===== src/rtl/zombie_pkg.sv =====
// zombie_pkg: shared definitions for the zombie wave controller.
//   - one-hot game state encoding (also published on the state output)
//   - lane geometry constants (lane count, X width, kill counter width)
//   - pick_free_lane: cyclic free-lane search used by the spawner
package zombie_pkg;

  localparam int NUM_LANES = 5;
  localparam int X_W       = 10;
  localparam int KILL_W    = 16;

  typedef enum logic [7:0] {
    ST_I      = 8'h01,
    ST_L1     = 8'h02,
    ST_NL2    = 8'h04,
    ST_L2     = 8'h08,
    ST_NL3    = 8'h10,
    ST_L3     = 8'h20,
    ST_DONE_L = 8'h40,
    ST_DONE_W = 8'h80
  } state_t;

  // Returns {found, lane}. Starting at cand, scan upward (wrapping) for the
  // first inactive lane. Iterating offsets from high to low lets the lowest
  // offset overwrite the result last, so it wins.
  function automatic logic [3:0] pick_free_lane(input logic [NUM_LANES-1:0] act,
                                                input logic [2:0]           cand);
    logic [3:0] res;
    int         idx;
    res = 4'b0000;
    for (int k = NUM_LANES - 1; k >= 0; k--) begin
      idx = int'(cand) + k;
      if (idx >= NUM_LANES) idx = idx - NUM_LANES;
      if (!act[idx]) res = {1'b1, 3'(idx)};
    end
    return res;
  endfunction

endpackage


===== src/rtl/zombie_lfsr.sv =====
// zombie_lfsr: 16-bit Galois LFSR (x^16 + x^14 + x^13 + x^11) used to pick
// the candidate spawn lane.
//   clk, reset_n : clock, asynchronous active-low reset (loads SEED)
//   en           : advance the register by one step
//   lane         : current register value mod 5 (0..4)
module zombie_lfsr
  import zombie_pkg::*;
#(
  parameter logic [15:0] SEED = 16'hACE1
) (
  input  logic       clk,
  input  logic       reset_n,
  input  logic       en,
  output logic [2:0] lane
);

  logic [15:0] lfsr_q;

  // Right-shifting Galois form: feedback taps for bits 16,14,13,11 -> 16'hB400.
  always_ff @(posedge clk or negedge reset_n) begin
    if (!reset_n) begin
      lfsr_q <= SEED;
    end else if (en) begin
      lfsr_q <= {1'b0, lfsr_q[15:1]} ^ (lfsr_q[0] ? 16'hB400 : 16'h0000);
    end
  end

  assign lane = 3'(lfsr_q % 16'd5);

endmodule


===== src/rtl/zombie_wave_ctrl.sv =====
// zombie_wave_ctrl: game logic for the five lane zombies, feeding the VGA
// colouring stage. Handles spawning, leftward movement, kills, the level FSM
// and frame-stable display copies of the zombie state.
//   clk, reset_n   : clock, asynchronous active-low reset
//   start          : pulse; begin game / next level / restart
//   frame_start    : pulse at start of vertical blanking; latches display copies
//   kill_valid     : hit event; single-cycle, no backpressure (no ready exists,
//                    an event is taken or ignored in the cycle it is valid)
//   kill_lane      : lane of the hit, values >= 5 are ignored
//   zombie_x       : display copy of X positions, lane i at [10i+9:10i]
//   zombie_active  : display copy of active flags
//   state          : one-hot game state (also the FSM debug view)
//   zombies_killed : kills this game, saturating
module zombie_wave_ctrl
  import zombie_pkg::*;
#(
  parameter int          SPEED_DIV    = 500000,
  parameter logic [9:0]  SPAWN_X      = 10'd639,
  parameter logic [9:0]  END_OF_LAWN  = 10'd0,
  parameter int          KILLS_L1     = 5,
  parameter int          KILLS_L2     = 10,
  parameter int          KILLS_L3     = 15,
  parameter int          SPAWN_IVL_L1 = 200,
  parameter int          SPAWN_IVL_L2 = 150,
  parameter int          SPAWN_IVL_L3 = 100,
  parameter logic [15:0] LFSR_SEED    = 16'hACE1
) (
  input  logic        clk,
  input  logic        reset_n,
  input  logic        start,
  input  logic        frame_start,
  input  logic        kill_valid,
  input  logic [2:0]  kill_lane,
  output logic [49:0] zombie_x,
  output logic [4:0]  zombie_active,
  output logic [7:0]  state,
  output logic [15:0] zombies_killed
);

  localparam int DIV_W = (SPEED_DIV > 1) ? $clog2(SPEED_DIV) : 1;
  localparam int CNT_W = 16;

  logic [DIV_W-1:0]     div_q;
  logic                 tick;
  state_t               state_q, state_d;
  logic [X_W-1:0]       wx_q [NUM_LANES];
  logic [X_W-1:0]       wx_d [NUM_LANES];
  logic [NUM_LANES-1:0] wact_q, wact_d;
  logic [CNT_W-1:0]     spawn_cnt_q, spawn_cnt_d, spawn_cnt_inc;
  logic [CNT_W-1:0]     level_kills_q, level_kills_d;
  logic [CNT_W-1:0]     ivl, kill_goal;
  logic [KILL_W-1:0]    killed_q, killed_d;
  logic                 in_l, loss, kill_ok, lfsr_en;
  logic [2:0]           cand_lane;
  logic [3:0]           free_pick;
  logic [7:0]           act_pad;

  // Move tick divider, free-running in every state.
  assign tick = (div_q == DIV_W'(SPEED_DIV - 1));

  always_ff @(posedge clk or negedge reset_n) begin
    if (!reset_n) div_q <= '0;
    else          div_q <= tick ? '0 : div_q + 1'b1;
  end

  assign in_l    = (state_q == ST_L1) || (state_q == ST_L2) || (state_q == ST_L3);
  assign lfsr_en = tick && in_l;
  // Padding lets an out-of-range kill_lane index a defined zero.
  assign act_pad = {3'b000, wact_q};

  zombie_lfsr #(.SEED(LFSR_SEED)) u_lfsr (
    .clk     (clk),
    .reset_n (reset_n),
    .en      (lfsr_en),
    .lane    (cand_lane)
  );

  // Per-level spawn interval and kill target.
  always_comb begin
    ivl       = CNT_W'(SPAWN_IVL_L1);
    kill_goal = CNT_W'(KILLS_L1);
    case (state_q)
      ST_L2: begin
        ivl       = CNT_W'(SPAWN_IVL_L2);
        kill_goal = CNT_W'(KILLS_L2);
      end
      ST_L3: begin
        ivl       = CNT_W'(SPAWN_IVL_L3);
        kill_goal = CNT_W'(KILLS_L3);
      end
      default: ;
    endcase
  end

  // Work-register update (kill, then move, then spawn) and FSM next state.
  always_comb begin
    wx_d          = wx_q;
    wact_d        = wact_q;
    spawn_cnt_d   = spawn_cnt_q;
    spawn_cnt_inc = spawn_cnt_q + 1'b1;
    level_kills_d = level_kills_q;
    killed_d      = killed_q;
    loss          = 1'b0;
    free_pick     = 4'b0000;
    state_d       = state_q;
    kill_ok       = in_l && kill_valid && (kill_lane < 3'd5) && act_pad[kill_lane];

    if (kill_ok) begin
      for (int i = 0; i < NUM_LANES; i++) begin
        if (kill_lane == 3'(i)) wact_d[i] = 1'b0;
      end
      if (killed_q != {KILL_W{1'b1}}) killed_d = killed_q + 1'b1;
      level_kills_d = level_kills_q + 1'b1;
    end

    if (in_l && tick) begin
      // Movement looks at post-kill flags, so a lane killed this cycle
      // neither moves nor causes a loss.
      for (int i = 0; i < NUM_LANES; i++) begin
        if (wact_d[i]) begin
          if (wx_q[i] == END_OF_LAWN + X_W'(1)) loss = 1'b1;
          wx_d[i] = wx_q[i] - X_W'(1);
        end
      end
      if (spawn_cnt_inc == ivl) begin
        spawn_cnt_d = '0;
        free_pick   = pick_free_lane(wact_d, cand_lane);
        // The chosen lane was inactive, so it was not moved above.
        if (free_pick[3]) begin
          wact_d[free_pick[2:0]] = 1'b1;
          wx_d[free_pick[2:0]]   = SPAWN_X;
        end
      end else begin
        spawn_cnt_d = spawn_cnt_inc;
      end
    end

    case (state_q)
      ST_I:      if (start) state_d = ST_L1;
      ST_L1:     if (loss) state_d = ST_DONE_L;
                 else if (level_kills_q == kill_goal) state_d = ST_NL2;
      ST_NL2:    if (start) state_d = ST_L2;
      ST_L2:     if (loss) state_d = ST_DONE_L;
                 else if (level_kills_q == kill_goal) state_d = ST_NL3;
      ST_NL3:    if (start) state_d = ST_L3;
      ST_L3:     if (loss) state_d = ST_DONE_L;
                 else if (level_kills_q == kill_goal) state_d = ST_DONE_W;
      ST_DONE_L,
      ST_DONE_W: if (start) state_d = ST_I;
      default:   state_d = ST_I;
    endcase

    // Leaving a level wipes the lawn for the next one.
    if (in_l && (state_d != state_q)) begin
      wact_d        = '0;
      level_kills_d = '0;
      spawn_cnt_d   = '0;
      for (int i = 0; i < NUM_LANES; i++) wx_d[i] = SPAWN_X;
    end

    if ((state_d == ST_I) && (state_q != ST_I)) killed_d = '0;
  end

  always_ff @(posedge clk or negedge reset_n) begin
    if (!reset_n) state_q <= ST_I;
    else          state_q <= state_d;
  end

  always_ff @(posedge clk or negedge reset_n) begin
    if (!reset_n) begin
      wact_q        <= '0;
      spawn_cnt_q   <= '0;
      level_kills_q <= '0;
      killed_q      <= '0;
      zombie_active <= '0;
      zombie_x      <= {NUM_LANES{SPAWN_X}};
      for (int i = 0; i < NUM_LANES; i++) wx_q[i] <= SPAWN_X;
    end else begin
      wact_q        <= wact_d;
      spawn_cnt_q   <= spawn_cnt_d;
      level_kills_q <= level_kills_d;
      killed_q      <= killed_d;
      for (int i = 0; i < NUM_LANES; i++) wx_q[i] <= wx_d[i];
      // Display copies change only once per frame so the renderer sees a
      // consistent picture.
      if (frame_start) begin
        zombie_active <= wact_q;
        for (int i = 0; i < NUM_LANES; i++) zombie_x[i*X_W +: X_W] <= wx_q[i];
      end
    end
  end

  assign state          = state_q;
  assign zombies_killed = killed_q;

endmodule

===== config.mk =====
export PLATFORM = sky130hd
export DESIGN_NAME = zombie_wave_ctrl
export DESIGN_NICKNAME = d
export VERILOG_FILES = /design/src/rtl/zombie_pkg.sv /design/src/rtl/zombie_lfsr.sv /design/src/rtl/zombie_wave_ctrl.sv
export SDC_FILE = /design/constraint.sdc
export NUM_CORES = 1
export LEC_CHECK = 0
export CORE_ASPECT_RATIO = 1.25
export CORE_UTILIZATION = 55
export DETAILED_ROUTE_END_ITERATION = 6
export GPL_TIMING_DRIVEN = 0
export PLACE_DENSITY = 0.78
export SETUP_SLACK_MARGIN = 0.3
export SYNTH_ARGS = -nofsm -noshare
export SYNTH_HDL_FRONTEND = slang
export SYNTH_HIERARCHICAL = 1
export SYNTH_SLANG_ARGS = --single-unit

===== constraint.sdc =====
create_clock -name clk -period 9.6 [get_ports clk]
set_input_delay 0.96 -clock clk [delete_from_list [all_inputs] [get_ports clk]]
set_output_delay 0.96 -clock clk [all_outputs]
set_load 0.03 [all_outputs]

==> results <==
- The final period demand of the worst path is 9.27 ns.
- Setup repair after global routing could not meet its margin everywhere.
- The synthesized design contains 201 register bits.
- In this run the worst path has a maximum fanout of 10.
- The maximum single-stage delay on the critical path is 0.61 ns.
- The top cell type's share of synthesized area is 0.206.
- The number of buffers created by CTS is 22.
- Across all setup checks in the final design, the least slack found is 0.330 ns.
- The minimum setup slack after placement is -1.33 ns.
- The sequential cells in the finished layout cover a total of 5140 µm².
- The layout filler cell count is 1,751.
- VDD sags by at most 0.131 mV.
- The total via count after detailed routing is 12,400.
- In this run the worst hold path is classified as primary input to asynchronous set/reset pin.
- At the pin with the least slew margin, the transition time is 0.860 ns.
- The global routing usage summed across all routing layers is 0.284.
- The first-pass iteration count of the detailed router is 5.
- The worst setup path is of the flop to flop kind.
- The total wirelength of the detailed-routed design is 37.4 mm.
- At the later pin of the worst-skew pair, clock insertion delay measures 0.52 ns.
- Synthesis instantiated 111 different standard cells from the library.
- Dividing total power by cell area gives a power density of 115 nW/µm².
- The finished cells cover 17,100 µm².
- For this run, asynchronously set or reset flops after synthesis account for 1.00.
- The starting density of the core is 0.557.
- The required time of the critical path is 10.00 ns.
- The clock root buffer is clkbuf_16.
- Compared with the post-synthesis result, the final layout area differs by 25.8%.
- The clock-pin transition on the worst setup and hold timing paths is 0.06 ns.
- The net count after synthesis is 1,468.
- Based on the critical path, the design can be clocked at up to 108 MHz.
- The number of buffers inserted by hold repair at cts is 0.
- The maximum number of buffers from clock root to sink is 3.
- The multi-input combinational cell area is 8650 µm².
- The maximum number of pins on one net before global-route repair is 104.
- In the post-synthesis netlist, the cell with the most instances is nor2_1.
- The leakage power of the design is 6.71 nW.
- The sequential share of the synthesized area is 0.378.
- The max-slew violation count is 0.
- The clock sink count is 201.
- Row generation in the floorplan step produced 64 rows.
- At the worst endpoint, the arrival time is 9.67 ns.
- 87 I/O pins were placed.
- The antenna diode count is 0.
- During synthesis, Yosys emitted a total of 6 warnings.
- By area the synthesized netlist is led by dfrtp_1, dfstp_2, mux2_2.
- The final global-route overflow total is 0.
- The count of buffers inserted at the top-level ports is 84.
- Once placement finished, the instance area stood at 14,900 µm².
- The flop-to-flop setup slack is 0.33 ns.
- The total setup violations reported at the end of the flow is 0.
- The number of cells produced by synthesis is 1,429.
- The fraction of layout cells with a size suffix above 1 is 0.289.
- The detail route stage leaves a number of antenna-violating nets equal to 0.
- The number of antenna violations at the first check in global routing was 0.
- In this run the number of H-tree levels came out at 1.
- The final layout contains 1,654 nets.
- The first global-routing pass estimated 58.5 mm of wire.
- The detailed placement HPWL is 24.1 mm.
- The number of global-route vias before repair is 11,700.
- Max-cap violations in this run came to 0.
- Between clock sinks in the finished design, the worst skew comes to 0.0163 ns.
- The share of the cycle needed by the critical path after routing is 0.966.
- The average routed wire per standard cell is 19.1 µm.
- In the routed design, unresolved DRC markers number 0.
- The detailed-route vias per instance is 6.34.
- The utilization after layout is 0.701.
- The mapped netlist covers 13,600 µm².
- The worst setup path is captured at a flop.
- The routability congestion estimate is 0.905.
- STA classifies the critical path startpoint as a flop.
- The die is 178 µm tall.
- The final hold violation count was 0.
- The cell type with the highest aggregate area in the netlist is dfrtp_1.
- The run finished with clean final reports.
- The main flop type after synthesis is dfrtp_1.
- In the synthesized netlist, the cells that appear most often are nor2_1, dfrtp_1, nand2_1.
- The floorplan step defined a die boundary enclosing 25,400 µm².
- The worst slew slack as a fraction of its limit is 0.427.
- TritonCTS built the clock tree.
- The number of enable flip-flop cells after synthesis is 0.
- The floorplan step defined a core boundary enclosing 24,400 µm².
- The post-synthesis average cell area is 9.52 µm².
- The largest individual stage delay along the critical path comes from the cell dfstp_2.
- The violation count after the first detailed-routing iteration is 817.
- The die is 143 µm wide.
## state kept, by name (all words and copies together) (netlist names)
name            count
div_q              19
level_kills_q      16
spawn_cnt_q        16
state               8
u_lfsr/lfsr_q      16
wact_q              5
wx_q               50
zombie_active       5
zombie_x           50
zombies_killed     16
## repair_timing
item | in CTS | in global routing
hold endpoints to repair | 0 | 0
gates resized for setup | 64 | 115
cloned | 0 | 3
setup endpoints to repair | 55 | 55
setup buffers | 27 | 47
pin swaps | 25 | 51
## worst max-delay path: cells and delay by family, from the launching register on
family / cells / cell delay [ns]
flops: 1 / 0.61
xor+xnor: 1 / 0.16
mux: 1 / 0.28
buf+inv: 10 / 1.62
compound gates: 16 / 3.79
simple gates: 9 / 1.87
fa+ha+maj: 4 / 0.80
## cells by family (layout without fill, tap and decap cells)
logic type / count (synthesis) / in the layout / synth area share
AOI/OAI and AO/OA: 336 / 336 / 0.193
adders and majority gates: 31 / 31 / 0.0285
buffers and inverters: 124 / 324 / 0.0411
and+or+nand+nor: 537 / 537 / 0.216
muxes: 79 / 79 / 0.0646
xor gates and xnor gates: 121 / 121 / 0.0790
DFF: 201 / 201 / 0.378
## layer usage
| layer | wire, µm | up-vias | part of all wire | track usage |
|---|---|---|---|---|
| li1 | - | 5687 | - | - |
| met1 | 15100 | 6147 | 0.40 | 0.358 |
| met2 | 18900 | 460 | 0.50 | 0.490 |
| met3 | 2060 | 130 | 0.055 | 0.0364 |
| met4 | 1340 | 0 | 0.036 | 0.113 |
| met5 | 0 | - | 0 | 0 |
## path summary, 6_finish.rpt
kind,startpoint,to,cells after the start
max,u_lfsr/lfsr_q[11],wx_q[38],41
min,reset_n,zombie_x[38],1
max reg2reg,u_lfsr/lfsr_q[11],wx_q[38],41
min reg2reg,div_q[4],div_q[4],1
max in group asynchronous,reset_n,state[0],2
min in group clk,div_q[4],div_q[4],1
## power by group
group          internal, W  total [W]  switching, W
Combinational    0.0000617   0.000224      0.000162
Clock             0.000545   0.000891      0.000346
Sequential        0.000855   0.000858    0.00000309
Total              0.00146    0.00197      0.000511
## cell type report
class / instances / area share
flip-flops and latches: 201 / 0.300
clock buffers: 34 / 0.0401
repair buffers: 162 / 0.0881
multi-input cells: 1104 / 0.506
clock inverters: 4 / 0.00453
plain buffers: 76 / 0.0260
inverters: 48 / 0.0110
well taps: 330 / 0.0241
## layout by cell type (no fill, tap or decap), drive strengths merged, types with 27 or more instances in the layout
master	n
nor3	42
xor2	57
o21ai	65
xnor2	64
inv	46
dfstp	89
mux2	58
nor2	125
nand2	99
nand3	72
a21oi	46
o211ai	53
clkdlybuf4s50	83
buf	112
nor4	29
dfrtp	112
ha	31
clkbuf	77
or3	27
## per-stage QoR
step	hold slack (ns)	TNS (ns)	power (W)	std cells
floorplan	0.453	0	0.00102	1429
global route	0.513	0	0.00204	1959
global placement	0.471	-118.75	0.00109	1843
CTS	0.494	0	0.00198	1909
detailed placement	0.481	-60.48	0.00109	1844
finish	0.480	0	0.00197	1959
Power figures use the tool's default switching activity.
